## config.mk

```make
export PLATFORM = sky130hd
export DESIGN_NAME = bit_serializer_flat
export DESIGN_NICKNAME = d
export VERILOG_FILES = /design/src/rtl/bit_serializer_if.sv /design/src/rtl/bit_serializer.sv /design/src/flat_wrapper.sv
export SDC_FILE = /design/constraint.sdc
export NUM_CORES = 1
export LEC_CHECK = 0
export CELL_PAD_IN_SITES_DETAIL_PLACEMENT = 1
export CELL_PAD_IN_SITES_GLOBAL_PLACEMENT = 2
export CORE_AREA = 5 5 65 81
export DETAILED_ROUTE_END_ITERATION = 6
export DIE_AREA = 0 0 70 86
export PLACE_DENSITY = 0.82
export SLEW_MARGIN = 20
export SYNTH_ARGS = -nofsm -noshare
export SYNTH_HDL_FRONTEND = slang
export SYNTH_SLANG_ARGS = --single-unit
export TNS_END_PERCENT = 50
```

## constraint.sdc

```tcl
create_clock -name clk -period 2.1 [get_ports clk]
set_input_delay 0.42 -clock clk [delete_from_list [all_inputs] [get_ports clk]]
set_output_delay 0.42 -clock clk [all_outputs]
set_load 0.05 [all_outputs]
```

## src/rtl/bit_serializer_if.sv

```systemverilog
// Parallel-in / serial-out handshake bundle for bit_serializer.
// The master side feeds words and the bit strobe; the slave side is the serializer.
interface bit_serializer_if #(
    parameter int unsigned WIDTH   = 8,
    parameter int unsigned COUNT_W = 10
);
    logic [WIDTH-1:0]   in_data;
    logic               in_valid;
    logic               in_ready;
    logic               en;
    logic               sout;
    logic               sout_valid;
    logic               busy;
    logic [COUNT_W-1:0] words_sent;

    modport master (
        output in_data, in_valid, en,
        input  in_ready, sout, sout_valid, busy, words_sent
    );

    modport slave (
        input  in_data, in_valid, en,
        output in_ready, sout, sout_valid, busy, words_sent
    );
endinterface

```

## src/rtl/bit_serializer.sv

```systemverilog
// Word-to-bit serializer with a one-entry holding register for gapless streaming
// and a wrapping count of fully shifted words.
module bit_serializer #(
    parameter int unsigned WIDTH      = 8,
    parameter bit          MSB_FIRST  = 1'b1,
    parameter bit          IDLE_LEVEL = 1'b1,
    parameter int unsigned COUNT_W    = 10
) (
    input  logic            clk,
    input  logic            rst,
    bit_serializer_if.slave bus
);
    localparam int unsigned        CNT_W    = (WIDTH > 2) ? $clog2(WIDTH) : 1;
    localparam logic [CNT_W-1:0]   LAST_BIT = CNT_W'(WIDTH - 1);

    typedef enum logic {
        IDLE,
        SHIFT
    } state_e;

    state_e             state_q;
    logic [WIDTH-1:0]   hold_data_q;
    logic               hold_full_q;
    logic [WIDTH-1:0]   sh_data_q;
    logic [WIDTH-1:0]   sh_data_d;
    logic [CNT_W-1:0]   bit_cnt_q;
    logic [COUNT_W-1:0] words_sent_q;
    logic               accept;

    // Shift toward whichever end drives sout.
    always_comb begin
        sh_data_d = '0;
        if (MSB_FIRST) sh_data_d = {sh_data_q[WIDTH-2:0], 1'b0};
        else           sh_data_d = {1'b0, sh_data_q[WIDTH-1:1]};
    end

    assign accept = bus.in_valid & ~hold_full_q;

    always_ff @(posedge clk or posedge rst) begin
        if (rst) begin
            state_q      <= IDLE;
            hold_data_q  <= '0;
            hold_full_q  <= 1'b0;
            sh_data_q    <= '0;
            bit_cnt_q    <= '0;
            words_sent_q <= '0;
        end else begin
            // Accept and transfer never coincide: one needs the buffer empty, the other full.
            if (accept) begin
                hold_data_q <= bus.in_data;
                hold_full_q <= 1'b1;
            end
            unique case (state_q)
                IDLE: begin
                    if (hold_full_q) begin
                        sh_data_q   <= hold_data_q;
                        hold_full_q <= 1'b0;
                        bit_cnt_q   <= '0;
                        state_q     <= SHIFT;
                    end
                end
                SHIFT: begin
                    if (bus.en) begin
                        if (bit_cnt_q == LAST_BIT) begin
                            words_sent_q <= words_sent_q + 1'b1;
                            bit_cnt_q    <= '0;
                            if (hold_full_q) begin
                                sh_data_q   <= hold_data_q;
                                hold_full_q <= 1'b0;
                            end else begin
                                state_q <= IDLE;
                            end
                        end else begin
                            sh_data_q <= sh_data_d;
                            bit_cnt_q <= bit_cnt_q + 1'b1;
                        end
                    end
                end
                default: state_q <= IDLE;
            endcase
        end
    end

    assign bus.in_ready   = ~hold_full_q;
    assign bus.sout_valid = (state_q == SHIFT);
    assign bus.sout       = (state_q == SHIFT)
                            ? (MSB_FIRST ? sh_data_q[WIDTH-1] : sh_data_q[0])
                            : IDLE_LEVEL;
    assign bus.busy       = (state_q == SHIFT) | hold_full_q;
    assign bus.words_sent = words_sent_q;
endmodule
```

## src/flat_wrapper.sv

```systemverilog
// flat-port wrapper written by rule: the top's interface ports become plain ports
module bit_serializer_flat 
#(
    parameter int unsigned WIDTH      = 8,
    parameter bit          MSB_FIRST  = 1'b1,
    parameter bit          IDLE_LEVEL = 1'b1,
    parameter int unsigned COUNT_W    = 10
)
  (clk, rst, bus_in_data, bus_in_valid, bus_en, bus_in_ready, bus_sout, bus_sout_valid, bus_busy, bus_words_sent);
  bit_serializer_if #(.WIDTH(WIDTH), .COUNT_W(COUNT_W)) bus_i ();
  input  logic clk;
  input  logic rst;
  input wire logic [$bits(bus_i.in_data)-1:0] bus_in_data;
  input wire logic [$bits(bus_i.in_valid)-1:0] bus_in_valid;
  input wire logic [$bits(bus_i.en)-1:0] bus_en;
  output wire logic [$bits(bus_i.in_ready)-1:0] bus_in_ready;
  output wire logic [$bits(bus_i.sout)-1:0] bus_sout;
  output wire logic [$bits(bus_i.sout_valid)-1:0] bus_sout_valid;
  output wire logic [$bits(bus_i.busy)-1:0] bus_busy;
  output wire logic [$bits(bus_i.words_sent)-1:0] bus_words_sent;
  assign bus_i.in_data = bus_in_data;
  assign bus_i.in_valid = bus_in_valid;
  assign bus_i.en = bus_en;
  assign bus_in_ready = bus_i.in_ready;
  assign bus_sout = bus_i.sout;
  assign bus_sout_valid = bus_i.sout_valid;
  assign bus_busy = bus_i.busy;
  assign bus_words_sent = bus_i.words_sent;
  bit_serializer #(.WIDTH(WIDTH), .MSB_FIRST(MSB_FIRST), .IDLE_LEVEL(IDLE_LEVEL), .COUNT_W(COUNT_W)) u_core (.clk(clk), .rst(rst), .bus(bus_i));
endmodule
```

==> metrics.txt <==
Hold Fails Final Rpt 0; Logic pwr share 0.358; Power Internal 1.470 mW; first-pass GRT wire length 5202 um; Critical R2R Capture u_core.sh_data_q[1]; P_sw 813.8 uW; Avg WL per Cell 15.40 um; root buffer cell clkbuf_8; CP Launch Type flop; I/O pin cnt 26; Pre-Repair DR Iteration Count 4; sequential cell area fraction in the yosys report 0.5377; GP Congestion 0.7377; EDFF count, synth 0; initial antenna violation count 0; ANT nets after route 0; Synth Cell Area between 1000 and 1500 um^2; Via density a little under 5; starting DRC count in detailed routing 16; clock latency on the worst-skew pair 0.29 ns; vias 1,011; Worst R2R Start u_core.bit_cnt_q[0]; worst setup path start u_core.bus.words_sent[5]; Worst Path Buf+Inv 1; Reg power frac 0.432; final core utilization 0.4219; critical path class reg -> out; n_diodes 0; crit path DAT 1.59 ns; Rel. slew slack 0.6640; Sink Count 31; Worst setup EP type output port; footprint of the multi-input gates 615.6 um^2; fill count 485; final slew viol count 0; vias in the first global route 1,130; Nets 163; final setup vio count 0; CTS tree done; period utilization 0.9572; Mapped Cells ~120; dpl ws 0.1551 ns; MaxCap Viol Count 0; Critical Path Fanout Max 5; Crit path depth 1; setup TNS after final layout 0 ns; hold crit path type reg -> reg; measured slew at the worst slew-check pin around 0.50 ns; CP delay by family, top buffers and inverters; Power Dens Cells 1232 nW/um^2; DP HPWL 2347 um; ys flop type dfrtp_1; post-CTS sizing 0; Worst Slack Setup Final 0.08985 ns; DR DRC count 0; clock buffer depth 2; CTS Buf Count 5; chip width 70 um; Worst VDD drop 0.6409 mV; std cell rows 27; Syn-to-layout area delta 28.45%; post-synthesis cell type count 32; slowest CP cell clkdlybuf4s50_1; fmax 497.5 MHz; Net Sw Frac 0.3564; Mean Syn Cell Area 12.33 um^2; most frequent cells in the layout 31 x dfrtp_1, 21 x clkdlybuf4s50_1, 11 x mux2_2; Worst Skew about 0.0056 ns; most common cell after layout, fill and taps aside dfrtp_1; crit path time final 2.010 ns; H-tree Lvls 2; hold path cells 1; Synth Net Count 132; cts hold-fix bufs 0; FFs w/ async S/R, synth 1.000; die area roughly 6000 um^2; RSZ-0062 raised after global routing false; Vert. Die Dim 86 um; Clock power frac 0.209; Seq. cell area 775.7 um^2; register bit total from synthesis 31; Yosys Warn Count 0; Req. time, crit path 1.68 ns; layout cells sized above 1 0.2095; port bufs 25; Worst-path clk slew 0.07 ns; Total GRT Usage 0.1126; core area between 4000 and 5000 um^2; Hold Path Sink u_core.bus.words_sent[9]; status finished, final reports clean; worst path cell trace clkdlybuf4s50_1; global route overflow 0; leakage power between 0.8 and 0.9 nW; pin count of the biggest net entering global routing 32; worst reg2reg path depth 5; Initial Util 0.3285; Hold Startpoint u_core.bus.words_sent[9]; largest stage delay on the critical path 0.85 ns; reg2reg setup slack ~0.37 ns; Post-CTS Setup Bufs 0; Routed WL between 3000 and 4000 um
-- how the worst max path moves through the flow --
| stage | endpoint |
|---|---|
| finish | bus_words_sent[5] |
| detailed placement | u_core.sh_data_q[2] |
| global placement | u_core.bus.words_sent[9] |
| CTS | bus_words_sent[5] |
| floorplan | bus_sout |
| global route | bus_words_sent[5] |
-- sequential cells by signal (all words and copies together) (netlist names) --
| name | flops |
|---|---|
| u_core.bus.words_sent | 10 |
| u_core.sh_data_q | 8 |
| u_core.hold_data_q | 8 |
| u_core.bit_cnt_q | 3 |
| u_core.bus.sout_valid | 1 |
| u_core.hold_full_q | 1 |
-- stage by stage --
step | cells | hold WS (ns) | instance area [um^2] | power, mW
floorplan | 117 | 0.4570 | 1443 | 1.566
global placement | 199 | 0.4571 | 1765 | 1.773
detailed placement | 199 | 0.4622 | 1765 | 1.826
CTS | 206 | 0.4718 | 1853 | 2.320
global route | 206 | 0.4804 | 1853 | 2.414
finish | 206 | 0.4753 | 1853 | 2.283
-- routing by layer --
metal | GRT usage | vias to the layer above | wire length [um]
met5 | 0 | - | 0
met1 | 0.1139 | 501 | 1323
met4 | 0.06272 | 0 | 66
li1 | - | 477 | -
met2 | 0.1969 | 27 | 1594
met3 | 0.04455 | 6 | 189
-- cells in the mapped netlist (2+ instances only) --
| cell | count | share of area |
|---|---|---|
| a221o_1 | 4 | 0.028 |
| a22o_1 | 2 | 0.012 |
| a2bb2oi_1 | 3 | 0.018 |
| and3_1 | 4 | 0.017 |
| buf_2 | 2 | 0.0069 |
| dfrtp_1 | 31 | 0.54 |
| ha_1 | 3 | 0.026 |
| inv_1 | 5 | 0.013 |
| mux2_2 | 11 | 0.086 |
| mux2i_1 | 3 | 0.021 |
| nand2_1 | 2 | 0.0052 |
| nand2b_1 | 5 | 0.022 |
| nand3_1 | 5 | 0.017 |
| nand4_1 | 3 | 0.013 |
| nor2_1 | 3 | 0.0078 |
| nor2b_1 | 3 | 0.013 |
| nor3_1 | 4 | 0.014 |
| o21ai_0 | 3 | 0.010 |
| xnor2_1 | 4 | 0.024 |
| xor2_1 | 5 | 0.030 |
-- power groups by stage --
stage	Combinational (mW)	Sequential, mW	Clock, mW
6_report	0.818	0.987	0.478
3_5_place_dp	0.832	0.994	0
5_1_grt	0.889	1.01	0.516
2_1_floorplan	0.543	1.02	0
3_3_place_gp	0.789	0.984	0
4_1_cts	0.834	0.987	0.499
-- layout make-up --
type	count	area share
sequential	31	0.4186
timing repair buffer	29	0.1526
clock inverter	1	0.002701
multi-input combinational	76	0.3322
inverter	5	0.01013
clock buffer	6	0.04456
tap	58	0.03916
-- cells by family after synthesis --
family / count (synthesis) / synth area share
multiplexers: 14 / 0.1067
buffers and inverters: 10 / 0.03556
XOR/XNOR: 9 / 0.05464
flip-flops: 31 / 0.5377
AND/OR/NAND/NOR: 33 / 0.1414
AO/OA/AOI/OAI: 17 / 0.09801
adder cells (fa/ha/maj): 3 / 0.02602
Power figures use the tool's default switching activity.
==> edit 1, RTL diff (config.mk and constraints unchanged) <==
`WIDTH` is set to 8 in 3 places; all go to 4.
--- a/src/rtl/bit_serializer_if.sv
+++ b/src/rtl/bit_serializer_if.sv
@@ -2,5 +2,5 @@
 // The master side feeds words and the bit strobe; the slave side is the serializer.
 interface bit_serializer_if #(
-    parameter int unsigned WIDTH   = 8,
+    parameter int unsigned WIDTH   = 4,
     parameter int unsigned COUNT_W = 10
 );
--- a/src/rtl/bit_serializer.sv
+++ b/src/rtl/bit_serializer.sv
@@ -2,5 +2,5 @@
 // and a wrapping count of fully shifted words.
 module bit_serializer #(
-    parameter int unsigned WIDTH      = 8,
+    parameter int unsigned WIDTH      = 4,
     parameter bit          MSB_FIRST  = 1'b1,
     parameter bit          IDLE_LEVEL = 1'b1,
--- a/src/flat_wrapper.sv
+++ b/src/flat_wrapper.sv
@@ -2,5 +2,5 @@
 module bit_serializer_flat 
 #(
-    parameter int unsigned WIDTH      = 8,
+    parameter int unsigned WIDTH      = 4,
     parameter bit          MSB_FIRST  = 1'b1,
     parameter bit          IDLE_LEVEL = 1'b1,
Ports: changed (resized bus_in_data); port bits go from 26 to 22. No check against the original RTL was run, so the function may have changed too.
==> edit 1 against the unedited design <==
  * Synthesized area down 30%
  * Critical path type unchanged
  * Hold slack better by 0.020 ns
  * Routed wire length down 34%
  * First-iteration DRC count unchanged
  * Design area down 27%
  * Highest routed layer unchanged
  * Power down 27%
  * Critical endpoint is now bus_words_sent[2]
  * Sequential cell count down 9
  * Largest cell class unchanged
  * Worst setup slack better by 0.063 ns
==> edit 1: results (changes against the unedited design) <==
----------------------------------------------------
[STA]
  Max-slew headroom at the worst pin ... 66.41% (was 66.40%)
  Final-layout worst hold slack ... 0.4951 ns (was 0.4753 ns)
  Max Clock Skew ... 0.005827 ns (was 0.005595 ns)

[Placement]
  Number of I/O port buffers ... 21 (was 25)
  Post-Place Setup Slack ... 0.1914 ns (was 0.1551 ns)
  Global placement routability congestion ... 0.7219 (was 0.7377)
  DP Cell Count ... 162 (was 199)
  Hpwl dp ... 1.695 mm (was 2.347 mm)
  Total placed instance area ... 0.001291 mm^2 (was 0.001765 mm^2)

[Logic synthesis]
  Average instance area after synthesis ... 12.24 um^2 (was 12.33 um^2)
  Commonest cells in the synthesized netlist ... 22 x sky130_fd_sc_hd__dfrtp_1, 6 x sky130_fd_sc_hd__nand2b_1, 5 x sky130_fd_sc_hd__inv_1, 5 x sky130_fd_sc_hd__nand2_1, 5 x sky130_fd_sc_hd__xor2_1 (was 31 x sky130_fd_sc_hd__dfrtp_1, 11 x sky130_fd_sc_hd__mux2_2)
  Sequential fraction of the synthesis area ... 54.19% (was 53.77%)
  Synthesized netlist net count ... 93 (was 132)
  Library cells used by synthesis ... 26 (was 32)
  Top cells by area, synth ... sky130_fd_sc_hd__dfrtp_1 54%, sky130_fd_sc_hd__mux2_2 4.4%, sky130_fd_sc_hd__xor2_1 4.3% (was sky130_fd_sc_hd__dfrtp_1 54%, sky130_fd_sc_hd__mux2_2 8.6%, sky130_fd_sc_hd__xor2_1 3.0%)

[Setup path]
  Worst reg2reg setup slack ... 0.57 ns (was 0.37 ns)
  Family of cells with the greatest summed delay on the critical path ... buffers and inverters (unchanged)
  Number of cells traversed by the worst register-to-register path ... 4 (was 5)

[Worst hold path]
  Min-Delay Path Class ... input pin to asynchronous set/reset pin (was register to register)

[GRT]
  GRT Total Usage ... 7.544% (was 11.26%)
  Maximum number of pins on one net before global-route repair ... 23 (was 32)
  First-pass GRT wire length ... 3.739 mm (was 5.202 mm)
  Via count of the first global-routing pass ... 819 (was 1130)

[Clocking]
  TritonCTS buffer count ... 3 (was 5)
  Clock latency of the later-clocked register in the worst-skew pair ... 0.26 ns (was 0.29 ns)
  Root buffer selected by CTS ... sky130_fd_sc_hd__clkbuf_8 (unchanged)
  CTS H-tree depth ... 1 (was 2)

[Routing]
  Number of vias per cell ... 4.295 (was 4.908)
  Final routed wire length divided by cell count ... 12.67 um (was 15.40 um)
  1st-pass router iterations ... 4 (unchanged)

[Pwr]
  Power drawn by the clock network ... 0.298 mW (was 0.478 mW)
  Net load switching power ... 0.6414 mW (was 0.8138 mW)
  Sequential fraction of design power ... 41.1% (was 43.2%)
  Relative contribution of the clock network to total power ... 18.0% (was 20.9%)
  Leakage power ... 0.5808 nW (was 0.8314 nW)
  Maximum vdd drop ... 602.5 uV (was 640.9 uV)

[Run status]
  Outcome ... finished clean (unchanged)

[Cells and area]
  Filler cell count in the final layout ... 513 (was 485)
  Net count, final ... 119 (was 163)
  Layout cells sized above 1 ... 17.59% (was 20.95%)
  Number of standard cells in the layout, taps in and fillers out ... 166 (was 206)

----------------------------------------------------
[edit 1: tightest hold or removal path, delay by kind of cell]
family	cells	cell delay (ns)
buffers and inverters	3	0.73
[edit 1: how the worst max path moves through the flow]
stage,start,endpoint,slack [ns]
after global placement,bus_en,u_core.sh_data_q[1],0.31
after floorplan,u_core.bus.sout_valid,u_core.bit_cnt_q[0],0.39
after global routing,u_core.bus.words_sent[2],bus_words_sent[2],0.09
after detailed placement,bus_en,u_core.sh_data_q[1],0.19
final,u_core.bus.words_sent[2],bus_words_sent[2],0.15
after CTS,u_core.bus.words_sent[5],bus_words_sent[5],0.12
[edit 1: final cells by class]
cell class / instances / area, um^2 / share of cell area, %
clock buffer: 4 / 55.05 / 4.089
inverter: 5 / 18.77 / 1.394
multi-input combinational: 55 / 441.7 / 32.81
sequential: 22 / 550.5 / 40.89
tap: 58 / 72.57 / 5.390
timing repair buffer: 22 / 207.7 / 15.43
[edit 1: cells by family (layout without fill, tap and decap cells)]
| kind of cell | after synthesis | count (layout) | synth area share (%) |
|---|---|---|---|
| adders and majority gates | 2 | 2 | 2.463 |
| xor gates and xnor gates | 9 | 9 | 7.758 |
| DFF | 22 | 22 | 54.19 |
| AOI/OAI and AO/OA | 8 | 8 | 7.021 |
| muxes | 8 | 8 | 8.497 |
| buffers and inverters | 6 | 31 | 2.340 |
| and+or+nand+nor | 28 | 28 | 17.73 |
[edit 1: metal layers]
| metal | vias up | track usage, % | share of wire (%) |
|---|---|---|---|
| met4 | 0 | 1.568 | 0.33 |
| li1 | 338 | - | - |
| met5 | - | 0 | 0 |
| met3 | 2 | 2.110 | 5.3 |
| met2 | 17 | 14.02 | 55 |
| met1 | 356 | 8.567 | 40 |
==> edit 2, RTL diff (same flow settings) <==
Made on the original files. Make the reset (`rst`) synchronous in one clocked block.
--- a/src/rtl/bit_serializer.sv
+++ b/src/rtl/bit_serializer.sv
@@ -37,5 +37,5 @@
     assign accept = bus.in_valid & ~hold_full_q;
 
-    always_ff @(posedge clk or posedge rst) begin
+    always_ff @(posedge clk) begin
         if (rst) begin
             state_q      <= IDLE;
Function: differs if rst is asserted again (counterexample within 4 cycles, from zero or initial values and one cycle with rst high); with rst held inactive, the same outputs for 10 cycles.
==> edit 2 against the unedited design <==
  * Hold slack got worse by 0.014 ns
  * Register-to-register slack worse by 0.08 ns
  * Sequential cell count stayed put
  * Critical endpoint is now bus_words_sent[0]
  * Synthesized area down 0.87%
  * Largest cell class is now multi-input combinational cells
  * Highest routed layer unchanged
  * Routed wire length grew 20%
  * Worst setup slack improved by 0.00079 ns
  * Die area stayed put
  * Final cell count rose by 21%
  * Design area grew 2.0%
Power is not compared: it rests on default switching activity, and its combinational part moved more than twofold at a synthesized area within 25%.
==> edit 2: results (changes against the unedited design) <==
----------------------------------------------------
[Run status]
  Outcome ... finished clean (unchanged)

[Routing]
  Number of vias per cell ... 5.201 (was 4.908)
  DRT met1 WL ... 1.588 mm (was 1.323 mm)
  Detailed router's first-iteration violation count ... 34 (was 16)
  Total length of routed wires ... 3.819 mm (was 3.173 mm)
  Routed length on met3 ... 156 um (was 189 um)
  Met2 wire len ... 1.999 mm (was 1.594 mm)

[STA]
  Final-layout worst hold slack ... 0.4611 ns (was 0.4753 ns)
  Max Clock Skew ... 0.005028 ns (was 0.005595 ns)
  Max-slew headroom at the worst pin ... 65.85% (was 66.40%)

[Logic synthesis]
  Library cells used by synthesis ... 31 (was 32)
  Average instance area after synthesis ... 8.828 um^2 (was 12.33 um^2)
  Fraction of the mapped netlist area in compound gates ... 17.76% (was 9.801%)
  Share of flip-flops with an asynchronous set or reset ... 0% (was 100.0%)
  Adder and majority cell fraction of the synthesized area ... 3.500% (was 2.602%)
  Sequential fraction of the synthesis area ... 43.39% (was 53.77%)
  Top cells by area, synth ... sky130_fd_sc_hd__dfxtp_1 43%, sky130_fd_sc_hd__a21oi_1 6.6%, sky130_fd_sc_hd__nand2_1 6.6% (was sky130_fd_sc_hd__dfrtp_1 54%, sky130_fd_sc_hd__mux2_2 8.6%, sky130_fd_sc_hd__xor2_1 3.0%)
  Prevailing post-synth register cell ... sky130_fd_sc_hd__dfxtp_1 (was sky130_fd_sc_hd__dfrtp_1)
  Synthesized netlist net count ... 178 (was 132)
  Multiplexer share of the synthesized area ... 7.087% (was 10.67%)

[Placement]
  Post-Place Setup Slack ... 0.1032 ns (was 0.1551 ns)
  Total placed instance area ... 0.001773 mm^2 (was 0.001765 mm^2)
  Global placement routability congestion ... 0.8216 (was 0.7377)
  DP Cell Count ... 241 (was 199)

[Cells and area]
  Layout cells sized above 1 ... 12.57% (was 20.95%)
  Net count, final ... 206 (was 163)
  Max reg flops ... 10 (unchanged)
  Number of standard cells in the layout, taps in and fillers out ... 249 (was 206)

[Setup path]
  Worst reg2reg startpoint ... u_core.bit_cnt_q[0] (unchanged)
  Worst Setup EP ... bus_words_sent[0] (was bus_words_sent[5])
  Worst reg2reg setup slack ... 0.29 ns (was 0.37 ns)
  Maximum fanout along the worst path ... 6 (was 5)
  Endpoint of the most critical register-to-register path ... u_core.bus.words_sent[9] (was u_core.sh_data_q[1])
  Crit path from ... u_core.bus.words_sent[0] (was u_core.bus.words_sent[5])

[Worst hold path]
  Sink of the worst hold path ... u_core.bit_cnt_q[1] (was u_core.bus.words_sent[9])
  Cells on Worst Hold Path ... 2 (was 1)
  Min-Delay Startpoint ... u_core.bit_cnt_q[1] (was u_core.bus.words_sent[9])

[GRT]
  Met2 routing resource usage after global routing ... 24.25% (was 19.69%)
  First-pass GRT wire length ... 6.444 mm (was 5.202 mm)
  Via count of the first global-routing pass ... 1400 (was 1130)
  Maximum number of pins on one net before global-route repair ... 21 (was 32)

[Clocking]
  TritonCTS clock tree ... built (unchanged)

----------------------------------------------------
==> edit 2: cell count changes in the layout (fill, tap and decap cells not counted), moves of 10 or more <==
cell,delta
sky130_fd_sc_hd__a21oi_1,+18
sky130_fd_sc_hd__dfxtp_1,+31
sky130_fd_sc_hd__nand2_1,+23
sky130_fd_sc_hd__mux2_2,-10
sky130_fd_sc_hd__dfrtp_1,-31
==> edit 2: worst min-delay path, stage by stage, from the launching register on <==
cell and delay (ns):
sky130_fd_sc_hd__dfxtp_1 0.31, sky130_fd_sc_hd__nand2_1 0.05, sky130_fd_sc_hd__a21oi_1 0.05
==> edit 2: layout make-up <==
class / count / area (um^2)
sequential: 31 / 620.6
multi-input combinational: 117 / 747.0
inverter: 2 / 7.507
timing repair buffer: 33 / 325.3
clock inverter: 2 / 35.03
fill: 524 / 2501
tap: 58 / 72.57
clock buffer: 6 / 82.58
